`config.mk`:
```
export PLATFORM = sky130hd
export DESIGN_NAME = data_mem_arbiter
export DESIGN_NICKNAME = d
export VERILOG_FILES = /design/src/rtl/data_mem_arbiter_pkg.sv /design/src/rtl/data_mem_arbiter_rr.sv /design/src/rtl/data_mem_arbiter.sv
export SDC_FILE = /design/constraint.sdc
export NUM_CORES = 1
export LEC_CHECK = 0
export CORE_MARGIN = 3
export CORE_UTILIZATION = 38
export CTS_CLUSTER_SIZE = 20
export DETAILED_ROUTE_END_ITERATION = 10
export PLACE_DENSITY = 0.76
export SETUP_SLACK_MARGIN = 0.05
export SLEW_MARGIN = 10
export SYNTH_ARGS = -nofsm -noshare
export SYNTH_HDL_FRONTEND = slang
export SYNTH_SLANG_ARGS = --single-unit
```
`constraint.sdc`:
```
create_clock -name clk -period 2 [get_ports clk]
set_input_delay 0.4 -clock clk [delete_from_list [all_inputs] [get_ports clk]]
set_output_delay 0.4 -clock clk [all_outputs]
set_load 0.005 [all_outputs]
```
`src/rtl/data_mem_arbiter_pkg.sv`:
```
// Shared definitions for the DataMem arbiter: word width and FSM state codes.
package data_mem_arbiter_pkg;

   // DataMem word width; the arbiter data path must match it.
   localparam int unsigned COL = 16;

   // Two-bit state code; 2'b11 is unused and recovers to ARB_IDLE.
   typedef enum logic [1:0] {
      ARB_IDLE   = 2'b00,
      ARB_ACCESS = 2'b01,
      ARB_RESP   = 2'b10
   } arb_state_t;

endpackage

```
`src/rtl/data_mem_arbiter_rr.sv`:
```
// Combinational two-way pick between the requesters.
// On a tie, round-robin favours the port not served last; fixed mode favours port 0.
module rr_arbiter_2 (
   input  logic i_req0,
   input  logic i_req1,
   input  logic i_last_served,
   input  logic i_rr_en,
   output logic o_grant_valid,
   output logic o_grant_idx
);

   // Winner selection from the current requests and the last served port.
   always_comb begin
      o_grant_valid = i_req0 | i_req1;
      o_grant_idx   = 1'b0;
      if (i_req0 && i_req1) begin
         o_grant_idx = i_rr_en ? ~i_last_served : 1'b0;
      end else if (i_req1) begin
         o_grant_idx = 1'b1;
      end
   end

endmodule

```
`src/rtl/data_mem_arbiter.sv`:
```
// Two-port req/ack sequencer sharing one DataMem: IDLE -> ACCESS -> RESP.
// One memory access per 3 cycles; ack pulses in RESP for the granted port.
module data_mem_arbiter
   import data_mem_arbiter_pkg::*;
#(
   parameter int unsigned DATA_W = COL,
   parameter int unsigned ADDR_W = 16,
   parameter bit          RR_EN  = 1'b1
) (
   input  logic              clk,
   input  logic              rst,
   input  logic              req0,
   input  logic              req1,
   input  logic              we0,
   input  logic              we1,
   input  logic [ADDR_W-1:0] addr0,
   input  logic [ADDR_W-1:0] addr1,
   input  logic [DATA_W-1:0] wdata0,
   input  logic [DATA_W-1:0] wdata1,
   output logic              ack0,
   output logic              ack1,
   output logic [DATA_W-1:0] rdata0,
   output logic [DATA_W-1:0] rdata1,
   output logic              busy,
   output logic [ADDR_W-1:0] mem_access_addr,
   output logic [DATA_W-1:0] mem_write_data,
   output logic              mem_write_en,
   output logic              mem_read,
   input  logic [DATA_W-1:0] mem_read_data
);

   arb_state_t        r_state;
   arb_state_t        w_next_state;
   logic              r_cmd_we;
   logic [ADDR_W-1:0] r_cmd_addr;
   logic [DATA_W-1:0] r_cmd_wdata;
   logic              r_cmd_grant;
   logic              r_last_served;
   logic [DATA_W-1:0] r_rdata0;
   logic [DATA_W-1:0] r_rdata1;
   logic              w_grant_valid;
   logic              w_grant_idx;

   rr_arbiter_2 u_pick (
      .i_req0        (req0),
      .i_req1        (req1),
      .i_last_served (r_last_served),
      .i_rr_en       (RR_EN),
      .o_grant_valid (w_grant_valid),
      .o_grant_idx   (w_grant_idx)
   );

   // State register.
   always_ff @(posedge clk or posedge rst) begin
      if (rst) begin
         r_state <= ARB_IDLE;
      end else begin
         r_state <= w_next_state;
      end
   end

   // Next-state and decoded outputs; memory pins are only live in ACCESS.
   always_comb begin
      w_next_state    = ARB_IDLE;
      busy            = 1'b1;
      ack0            = 1'b0;
      ack1            = 1'b0;
      mem_access_addr = '0;
      mem_write_data  = '0;
      mem_write_en    = 1'b0;
      mem_read        = 1'b0;
      case (r_state)
         ARB_IDLE: begin
            busy         = 1'b0;
            w_next_state = w_grant_valid ? ARB_ACCESS : ARB_IDLE;
         end
         ARB_ACCESS: begin
            w_next_state    = ARB_RESP;
            mem_access_addr = r_cmd_addr;
            mem_write_data  = r_cmd_wdata;
            mem_write_en    = r_cmd_we;
            mem_read        = ~r_cmd_we;
         end
         ARB_RESP: begin
            w_next_state = ARB_IDLE;
            ack0         = ~r_cmd_grant;
            ack1         = r_cmd_grant;
         end
         default: w_next_state = ARB_IDLE;
      endcase
   end

   // Latch the winning command when a grant is taken from IDLE.
   always_ff @(posedge clk or posedge rst) begin
      if (rst) begin
         r_cmd_we    <= 1'b0;
         r_cmd_addr  <= '0;
         r_cmd_wdata <= '0;
         r_cmd_grant <= 1'b0;
      end else if (r_state == ARB_IDLE && w_grant_valid) begin
         r_cmd_grant <= w_grant_idx;
         r_cmd_we    <= w_grant_idx ? we1    : we0;
         r_cmd_addr  <= w_grant_idx ? addr1  : addr0;
         r_cmd_wdata <= w_grant_idx ? wdata1 : wdata0;
      end
   end

   // Capture read data and record the served port at the end of ACCESS.
   always_ff @(posedge clk or posedge rst) begin
      if (rst) begin
         r_last_served <= 1'b1;
         r_rdata0      <= '0;
         r_rdata1      <= '0;
      end else if (r_state == ARB_ACCESS) begin
         r_last_served <= r_cmd_grant;
         if (!r_cmd_we && !r_cmd_grant) r_rdata0 <= mem_read_data;
         if (!r_cmd_we &&  r_cmd_grant) r_rdata1 <= mem_read_data;
      end
   end

   assign rdata0 = r_rdata0;
   assign rdata1 = r_rdata1;

endmodule

```
==> results_tabular.tex, run 1 <==
\begin{tabular}{lr}
\hline
Metric & Value \\
\hline
\multicolumn{2}{l}{\textbf{Route}} \\
\quad Number of detailed-routing iterations run before antenna repair & 3 \\
\quad Drt initial violations & 54 \\
\quad Post-route DRC & 0 \\
\quad Via count of the routed design & 2398 \\
\quad Remaining number of nets flagged by the antenna check after routing & 0 \\
\quad Post-DR vias/cell & 4.702 \\
\quad Post-DR wirelength/cell & 16.80 um \\
\quad Routed Wire Length & 8.566 mm \\
\multicolumn{2}{l}{\textbf{Clock tree}} \\
\quad CTS clock-pin slew for the worst setup and hold paths & 80 ps \\
\quad Clock insertion delay at the later pin of the skew report & 340 ps \\
\quad Buffer cell driving the clock tree root & clkbuf\_8 \\
\quad Clock Path Buffers & 2 \\
\quad Number of setup buffers added after CTS & 0 \\
\quad Hold-fix buffers at CTS & 0 \\
\quad Num CTS Buffers & 9 \\
\quad CTS tree & done \\
\quad Level count of the clock H-tree & 3 \\
\quad Clock sinks & 69 \\
\multicolumn{2}{l}{\textbf{Layout}} \\
\quad Proportion of layout cells with a drive suffix above 1 & 33.58\% \\
\quad Layout Nets & 483 \\
\quad Number of diodes added for antenna fixing & 0 \\
\quad Util after Layout & 62.14\% \\
\quad Post-route cell area & 0.005525 mm\^{}2 \\
\quad Fillers & 696 \\
\quad Area grow syn2layout & 56.26\% \\
\multicolumn{2}{l}{\textbf{Setup path}} \\
\quad Maximum fanout along the worst path & 5 \\
\quad Critical path capture point type & output pin \\
\quad Category of the most critical setup path & register to output pin \\
\quad CP top delay family & buffers and inverters \\
\quad Startpoint Class & register \\
\quad Ordered cell list for the critical path & nand2b\_4, inv\_8, clkbuf\_16, and2\_1, dlygate4sd2\_1 \\
\quad CP Data Arrival Time & 1520 ps \\
\quad Max stage delay on crit path & 400 ps \\
\quad Buffers \& Inverters on Critical Path & 3 \\
\quad Critical path's slowest cell & dfrtp\_1 \\
\quad Critical path required time & 1600 ps \\
\multicolumn{2}{l}{\textbf{Global route}} \\
\quad Global routing's busiest layer & met2 \\
\quad Vias in the first global route & 2607 \\
\quad Overall global routing resource usage & 16.50\% \\
\quad Met3 capacity usage during global routing & 4.983\% \\
\quad Initial antenna violation count & 0 \\
\quad Fraction of met1 tracks used by global routing & 20.04\% \\
\quad Overflow after GRT & 0 \\
\quad Wire length of the first global-routing pass & 13.27 mm \\
\quad Global-route track usage on met2 & 28.10\% \\
\quad Largest net degree at the start of global routing & 33 \\
\multicolumn{2}{l}{\textbf{Floorplan}} \\
\quad Starting utilization of the core area & 39.77\% \\
\quad Die Ht & 102.5 um \\
\quad Number of top-level pins & 155 \\
\quad Horizontal extent of the die & 102.5 um \\
\quad Area of the die & 0.01050 mm\^{}2 \\
\quad Number of cell rows & 34 \\
\quad Core region area & 0.008891 mm\^{}2 \\
\multicolumn{2}{l}{\textbf{Logic synthesis}} \\
\quad Leading area contributor after synthesis & dfrtp\_1 \\
\quad Number of distinct library cells after synthesis & 24 \\
\quad Post-Syn Instances & 230 \\
\quad Compound-cell area share of the yosys netlist & 0.6369\% \\
\quad Combinational family with the most area after synthesis & multiplexers \\
\quad Adder-cell share of the synthesized area & 0\% \\
\quad Synthesis Warnings & 0 \\
\quad Mapped Nets & 316 \\
\quad Portion of the post-synthesis area used by sequential elements & 48.87\% \\
\quad Share of synthesized area spent on multiplexers & 37.37\% \\
\quad Synthesized-area fraction occupied by and/or/nand/nor cells & 8.953\% \\
\quad Flops \& latches, synth & 69 \\
\quad Syn Std Cell Area & 0.003536 mm\^{}2 \\
\quad XOR/XNOR Fraction of Synth Area & 0\% \\
\quad Synth Area per Inst & 15.37 um\^{}2 \\
\quad Cell types with the largest area share after synthesis & dfrtp\_1 (48\%), mux2\_4 (25\%), mux2\_2 (9.2\%), and2\_1 (5.8\%), mux2\_1 (3.5\%) \\
\quad Post-synth top area share & 48.12\% \\
\multicolumn{2}{l}{\textbf{Timing}} \\
\quad Shortest clock period the worst path allows after layout & 1921 ps \\
\quad Transition time at the pin with the least slew margin & 518.1 ps \\
\quad FMAX & 520.4 MHz \\
\quad Min Hold Slack & 416.7 ps \\
\quad Max-slew violation count & 0 \\
\quad Setup repair after global routing missed its margin & true \\
\quad Largest clock skew in the final design & 8.997 ps \\
\quad Final setup violation count & 0 \\
\quad Final critical-path share of the clock period & 96.07\% \\
\quad Slew margin rel. & 65.33\% \\
\quad Final Hold Violating Endpoints & 0 \\
\multicolumn{2}{l}{\textbf{Flow run}} \\
\quad Maximum Capacitance Violations & 0 \\
\multicolumn{2}{l}{\textbf{Placed design}} \\
\quad Placed inst area & 0.005254 mm\^{}2 \\
\quad Detailed-placement wirelength estimate & 6.289 mm \\
\quad Count of input and output buffers & 154 \\
\quad Final RePlAce weighted congestion & 0.7107 \\
\multicolumn{2}{l}{\textbf{Power and ir drop}} \\
\quad Cell Int Power & 5250 uW \\
\quad Reg power frac & 33.9\% \\
\quad P\_leak & 0.002547 uW \\
\quad Net Sw Frac & 29.42\% \\
\quad Switching Power & 2188 uW \\
\quad Power density cells & 1346 mW/mm\^{}2 \\
\quad Logic pwr share & 50.2\% \\
\quad IR drop worst, VDD & 0.0005263 V \\
\quad Clk network pwr share & 15.9\% \\
\multicolumn{2}{l}{\textbf{Hold path}} \\
\quad Hold Path Class & input pin to async pin \\
\multicolumn{2}{l}{\textbf{Run status}} \\
\quad Run status & completed \\
\hline
\end{tabular}
cell families (layout without fill, tap and decap cells):
kind of cell | count (synthesis) | in the layout
multiplexers | 98 | 98
flip-flops | 69 | 69
AND/OR/NAND/NOR | 45 | 45
buffers and inverters | 15 | 187
AO/OA/AOI/OAI | 3 | 3
cell usage after synthesis:
cell and instances:
a21bo_1 1, and2_1 33, and3b_1 1, buf_12 3, buf_2 1, buf_4 1
buf_6 5, clkbuf_1 3, dfrtp_1 68, dfstp_2 1, inv_1 2, mux2_1 11
mux2_2 29, mux2_4 58, nand2_1 3, nand2b_4 1, nor2_1 2, nor2_8 1
nor3_4 1, nor3b_1 1, nor3b_4 1, o21ai_0 1, o31ai_1 1, or2_1 1
path summary, 6_finish.rpt:
path	end	cells past startpoint	slack, ps	startpoint
max	mem_access_addr[7]	5	80	r_state[1]$_DFF_PP0_
min	rdata1[14]$_DFFE_PP0P_	2	420	rst
max reg2reg	r_cmd_addr[14]$_DFFE_PP0P_	4	310	r_last_served$_DFFE_PP1N_
min reg2reg	r_last_served$_DFFE_PP1N_	2	470	r_last_served$_DFFE_PP1N_
max in group asynchronous	r_last_served$_DFFE_PP1N_	3	1050	rst
min in group clk	r_last_served$_DFFE_PP1N_	2	470	r_last_served$_DFFE_PP1N_
layer usage:
layer,vias to the layer above,wire (um),share of wire [%]
met5,-,0,0
met4,0,99,1.2
li1,1132,-,-
met2,104,4180,49
met1,1152,3627,42
met3,10,659,7.7
power groups by stage:
stage	registers (uW)	clock network (uW)	logic (uW)
final	2520	1180	3740
after global routing	2610	1280	4020
after CTS	2520	1210	3700
after detailed placement	2540	0	3730
after global placement	2510	0	3670
after floorplan	2470	0	1960
worst register-to-register path, delay by kind of cell, from the launching register on:
kind | cells | cell delay [ps]
multiplexers | 2 | 610
flip-flops | 1 | 540
AO/OA/AOI/OAI | 1 | 230
buffers and inverters | 1 | 190
repair_timing:
item / 4_1_cts / 5_1_grt
resized for setup: 55 / 9
setup endpoints to repair: 37 / 32
cloned: 1 / 2
flip-flops by register name (all words and copies together), names as in the netlist:
name	count
r_state	2
r_cmd_wdata	16
r_last_served	1
r_cmd_we	1
rdata1	16
r_cmd_addr	16
r_cmd_grant	1
rdata0	16
layout by cell type (no fill, tap or decap), drive strengths merged:
cell	netlist	layout
inv	2	2
clkinvlp	0	3
dlymetal6s2s	0	1
dlygate4sd2	0	27
mux2	98	98
clkdlybuf4s15	0	6
or2	1	1
o21ai	1	1
nand2	3	3
and2	33	33
clkdlybuf4s50	0	117
o31ai	1	1
nand2b	1	1
bufinv	0	1
a21bo	1	1
nor3b	2	2
dfrtp	68	68
nor3	1	1
and3b	1	1
buf	10	13
nor2	3	3
clkbuf	3	15
dfstp	1	1
clkinv	0	2
stage by stage:
stage | setup slack, ps | instances | setup TNS [ps] | power [uW]
2_1_floorplan | 441.3 | 230 | 0 | 4429
3_3_place_gp | -31.18 | 491 | -417.8 | 6176
3_5_place_dp | -50.03 | 491 | -636.4 | 6273
4_1_cts | 42.60 | 508 | 0 | 7430
5_1_grt | -0.3449 | 510 | -0.3449 | 7913
6_report | 78.54 | 510 | 0 | 7438
layout make-up:
class	count	area [um^2]	area share [%]
Timing Repair Buffer	169	1770	32.04
Sequential cell	69	1729	31.30
Multi-Input combinational cell	146	1663	30.10
Clock buffer	10	137.6	2.491
Inverter	2	18.77	0.3397
Clock inverter	6	71.32	1.291
Tap cell	108	135.1	2.446
(Power assumes the default switching activity.)
==> run 2, diff against run 1 <==
==> constraint.sdc (replaced) <==
create_clock -name clk -period 2 [get_ports clk]
set_input_delay 0.2 -clock clk [delete_from_list [all_inputs] [get_ports clk]]
set_output_delay 0.2 -clock clk [all_outputs]
set_load 0.005 [all_outputs]
==> run 2 against run 1 <==
  * Clock-buffer cell count increased by 1
  * Sequential power is essentially flat
  * Sequential share of layout area barely moved
  * Worst setup slack improved by 30 ps
  * Cell count grew 1.4%
  * Clock skew barely moved
  * Global-route usage fell by 0.14 points
  * Via count rose by 1.6%
  * Clock power up 8%
  * Routed wire length fell by 0.54%
  * Combinational power about the same
  * Maximum frequency grew 1.6%
==> results_tabular.tex, run 2 (synthesized netlist as in run 1, its figures left out) <==
\begin{tabular}{lr}
\hline
Metric & Value \\
\hline
\multicolumn{2}{l}{\textbf{Run status}} \\
\quad Run status & completed \\
\multicolumn{2}{l}{\textbf{Setup path}} \\
\quad CP top delay family & buffers and inverters \\
\quad Ordered cell list for the critical path & nand2b\_4, clkinvlp\_4, buf\_12, buf\_4, and2\_1, dlygate4sd2\_1 \\
\quad Critical path required time & 1800 ps \\
\quad Maximum fanout along the worst path & 11 \\
\quad CP Data Arrival Time & 1690 ps \\
\quad Critical path capture point type & output pin \\
\quad Buffers \& Inverters on Critical Path & 4 \\
\quad Critical path's slowest cell & dfrtp\_1 \\
\quad Startpoint Class & register \\
\quad Category of the most critical setup path & register to output pin \\
\quad Max stage delay on crit path & 360 ps \\
\multicolumn{2}{l}{\textbf{Clock tree}} \\
\quad Clock Path Buffers & 2 \\
\quad Num CTS Buffers & 9 \\
\quad Clock sinks & 69 \\
\quad CTS clock-pin slew for the worst setup and hold paths & 80 ps \\
\quad Buffer cell driving the clock tree root & clkbuf\_8 \\
\quad Hold-fix buffers at CTS & 0 \\
\quad Level count of the clock H-tree & 3 \\
\quad CTS tree & done \\
\quad Clock insertion delay at the later pin of the skew report & 340 ps \\
\multicolumn{2}{l}{\textbf{Power and ir drop}} \\
\quad IR drop worst, VDD & 0.0004878 V \\
\quad Final total power & 7512 uW \\
\quad Cell Int Power & 5368 uW \\
\quad Switching Power & 2143 uW \\
\quad Logic pwr share & 49.6\% \\
\quad Power density cells & 1362 mW/mm\^{}2 \\
\quad Reg power frac & 33.5\% \\
\quad P\_leak & 0.002565 uW \\
\quad Net Sw Frac & 28.53\% \\
\quad Clk network pwr share & 16.9\% \\
\multicolumn{2}{l}{\textbf{Route}} \\
\quad Post-DR vias/cell & 4.714 \\
\quad Post-DR wirelength/cell & 16.48 um \\
\quad Remaining number of nets flagged by the antenna check after routing & 0 \\
\quad Number of detailed-routing iterations run before antenna repair & 4 \\
\quad Drt initial violations & 82 \\
\quad Post-route DRC & 0 \\
\quad Via count of the routed design & 2437 \\
\quad Routed Wire Length & 8.520 mm \\
\multicolumn{2}{l}{\textbf{Floorplan}} \\
\quad Number of top-level pins & 155 \\
\quad Core region area & 0.008891 mm\^{}2 \\
\quad Number of cell rows & 34 \\
\quad Starting utilization of the core area & 39.77\% \\
\quad Die Ht & 102.5 um \\
\quad Horizontal extent of the die & 102.5 um \\
\quad Area of the die & 0.01050 mm\^{}2 \\
\multicolumn{2}{l}{\textbf{Placed design}} \\
\quad Detailed-placement wirelength estimate & 6.223 mm \\
\quad Count of input and output buffers & 154 \\
\quad Final RePlAce weighted congestion & 0.7230 \\
\quad Placed inst area & 0.005210 mm\^{}2 \\
\quad Cell count after placement & 489 \\
\multicolumn{2}{l}{\textbf{Global route}} \\
\quad Initial antenna violation count & 0 \\
\quad Overflow after GRT & 0 \\
\quad Overall global routing resource usage & 16.36\% \\
\quad Largest net degree at the start of global routing & 70 \\
\quad Wire length of the first global-routing pass & 13.01 mm \\
\quad Vias in the first global route & 2595 \\
\multicolumn{2}{l}{\textbf{Layout}} \\
\quad Area taken by multi-input logic gates & 0.001660 mm\^{}2 \\
\quad Layout Nets & 490 \\
\quad Total area of sequential cells & 0.001728 mm\^{}2 \\
\quad Fillers & 708 \\
\quad Area grow syn2layout & 55.94\% \\
\quad Non-filler instance count after layout & 517 \\
\quad Proportion of layout cells with a drive suffix above 1 & 32.27\% \\
\quad Number of diodes added for antenna fixing & 0 \\
\quad Top library cells by usage in the layout, fill and taps aside & clkdlybuf4s50\_1 (120), dfrtp\_1 (68), mux2\_4 (58), and2\_1 (33), dlygate4sd2\_1 (30) \\
\quad Most common library cell in the layout ignoring fill and taps & clkdlybuf4s50\_1 \\
\quad Post-route cell area & 0.005514 mm\^{}2 \\
\multicolumn{2}{l}{\textbf{Timing}} \\
\quad Post-Route Setup TNS & 0 ps \\
\quad FMAX & 528.8 MHz \\
\quad Slew margin rel. & 64.42\% \\
\quad Largest clock skew in the final design & 8.685 ps \\
\quad Max-slew violation count & 0 \\
\quad Final Hold Violating Endpoints & 0 \\
\quad Setup repair after global routing missed its margin & true \\
\quad Final critical-path share of the clock period & 94.55\% \\
\quad Min Hold Slack & 253.1 ps \\
\quad Shortest clock period the worst path allows after layout & 1891 ps \\
\quad Final setup violation count & 0 \\
\quad Transition time at the pin with the least slew margin & 531.7 ps \\
\multicolumn{2}{l}{\textbf{Flow run}} \\
\quad Maximum Capacitance Violations & 0 \\
\multicolumn{2}{l}{\textbf{Hold path}} \\
\quad Hold Path Class & input pin to async pin \\
\hline
\end{tabular}
-- run 2: cell types whose count changed in the layout (fill, tap and decap cells not counted), moves of 2 or more --
| cell | before | now |
|---|---|---|
| buf_8 | 2 | 0 |
| clkdlybuf4s50_1 | 117 | 120 |
| buf_4 | 3 | 14 |
| buf_6 | 0 | 2 |
| dlygate4sd2_1 | 27 | 30 |
| clkdlybuf4s15_2 | 4 | 0 |
| clkbuf_16 | 2 | 0 |
| clkbuf_2 | 3 | 0 |
-- run 2: per-layer routing --
metal | up-vias | global-route usage (%) | wire, um
met1 | 1178 | 19.82 | 3614
met2 | 107 | 27.56 | 4136
li1 | 1140 | - | -
met4 | 0 | 6.458 | 130
met5 | - | 0 | 0
met3 | 12 | 4.505 | 638
-- run 2: final timing paths --
kind,from,end,slack [ps],depth (start not counted)
max in group asynchronous,rst,r_last_served$_DFFE_PP1N_,1410,3
min in group clk,rdata0[2]$_DFFE_PP0P_,rdata0[2]$_DFFE_PP0P_,490,1
max reg2reg,r_state[1]$_DFF_PP0_,r_cmd_addr[13]$_DFFE_PP0P_,190,6
max,r_state[1]$_DFF_PP0_,mem_write_en,110,6
min reg2reg,rdata0[2]$_DFFE_PP0P_,rdata0[2]$_DFFE_PP0P_,490,1
min,rst,rdata1[9]$_DFFE_PP0P_,250,3
-- run 2: through the flow --
step | setup slack, ps | utilization (%)
after floorplan | 61.79 | -
after global placement | 208.1 | 58.60
after detailed placement | 158.7 | 58.60
after CTS | 0.8072 | 61.38
after global routing | 9.911 | 62.02
final | 109.0 | 62.02
-- run 2: layout make-up --
type	instances	area share, %
clock buffers	11	2.564
clock inverters	5	1.520
inverters	2	0.2042
multi-input cells	146	30.11
flip-flops and latches	69	31.34
well taps	108	2.451
repair buffers	176	31.81
-- run 2: what timing repair did --
action / CTS / global route
setup endpoints to repair: 33 / 8
gates cloned: 1 / 0
resized for setup: 37 / 4
hold endpoints to repair: 0 / 0
buffers inserted: 6 / 5
-- run 2: power by group through the flow --
stage | sequential, uW | clock [uW] | combinational (uW)
floorplan | 2470 | 0 | 1960
global placement | 2500 | 0 | 3650
detailed placement | 2530 | 0 | 3730
CTS | 2510 | 1300 | 3690
global route | 2610 | 1360 | 4010
finish | 2510 | 1270 | 3720
-- run 2: worst min-delay path, stage by stage --
cell and delay (ps):
clkdlybuf4s50_1 410, inv_2 70, buf_12 310
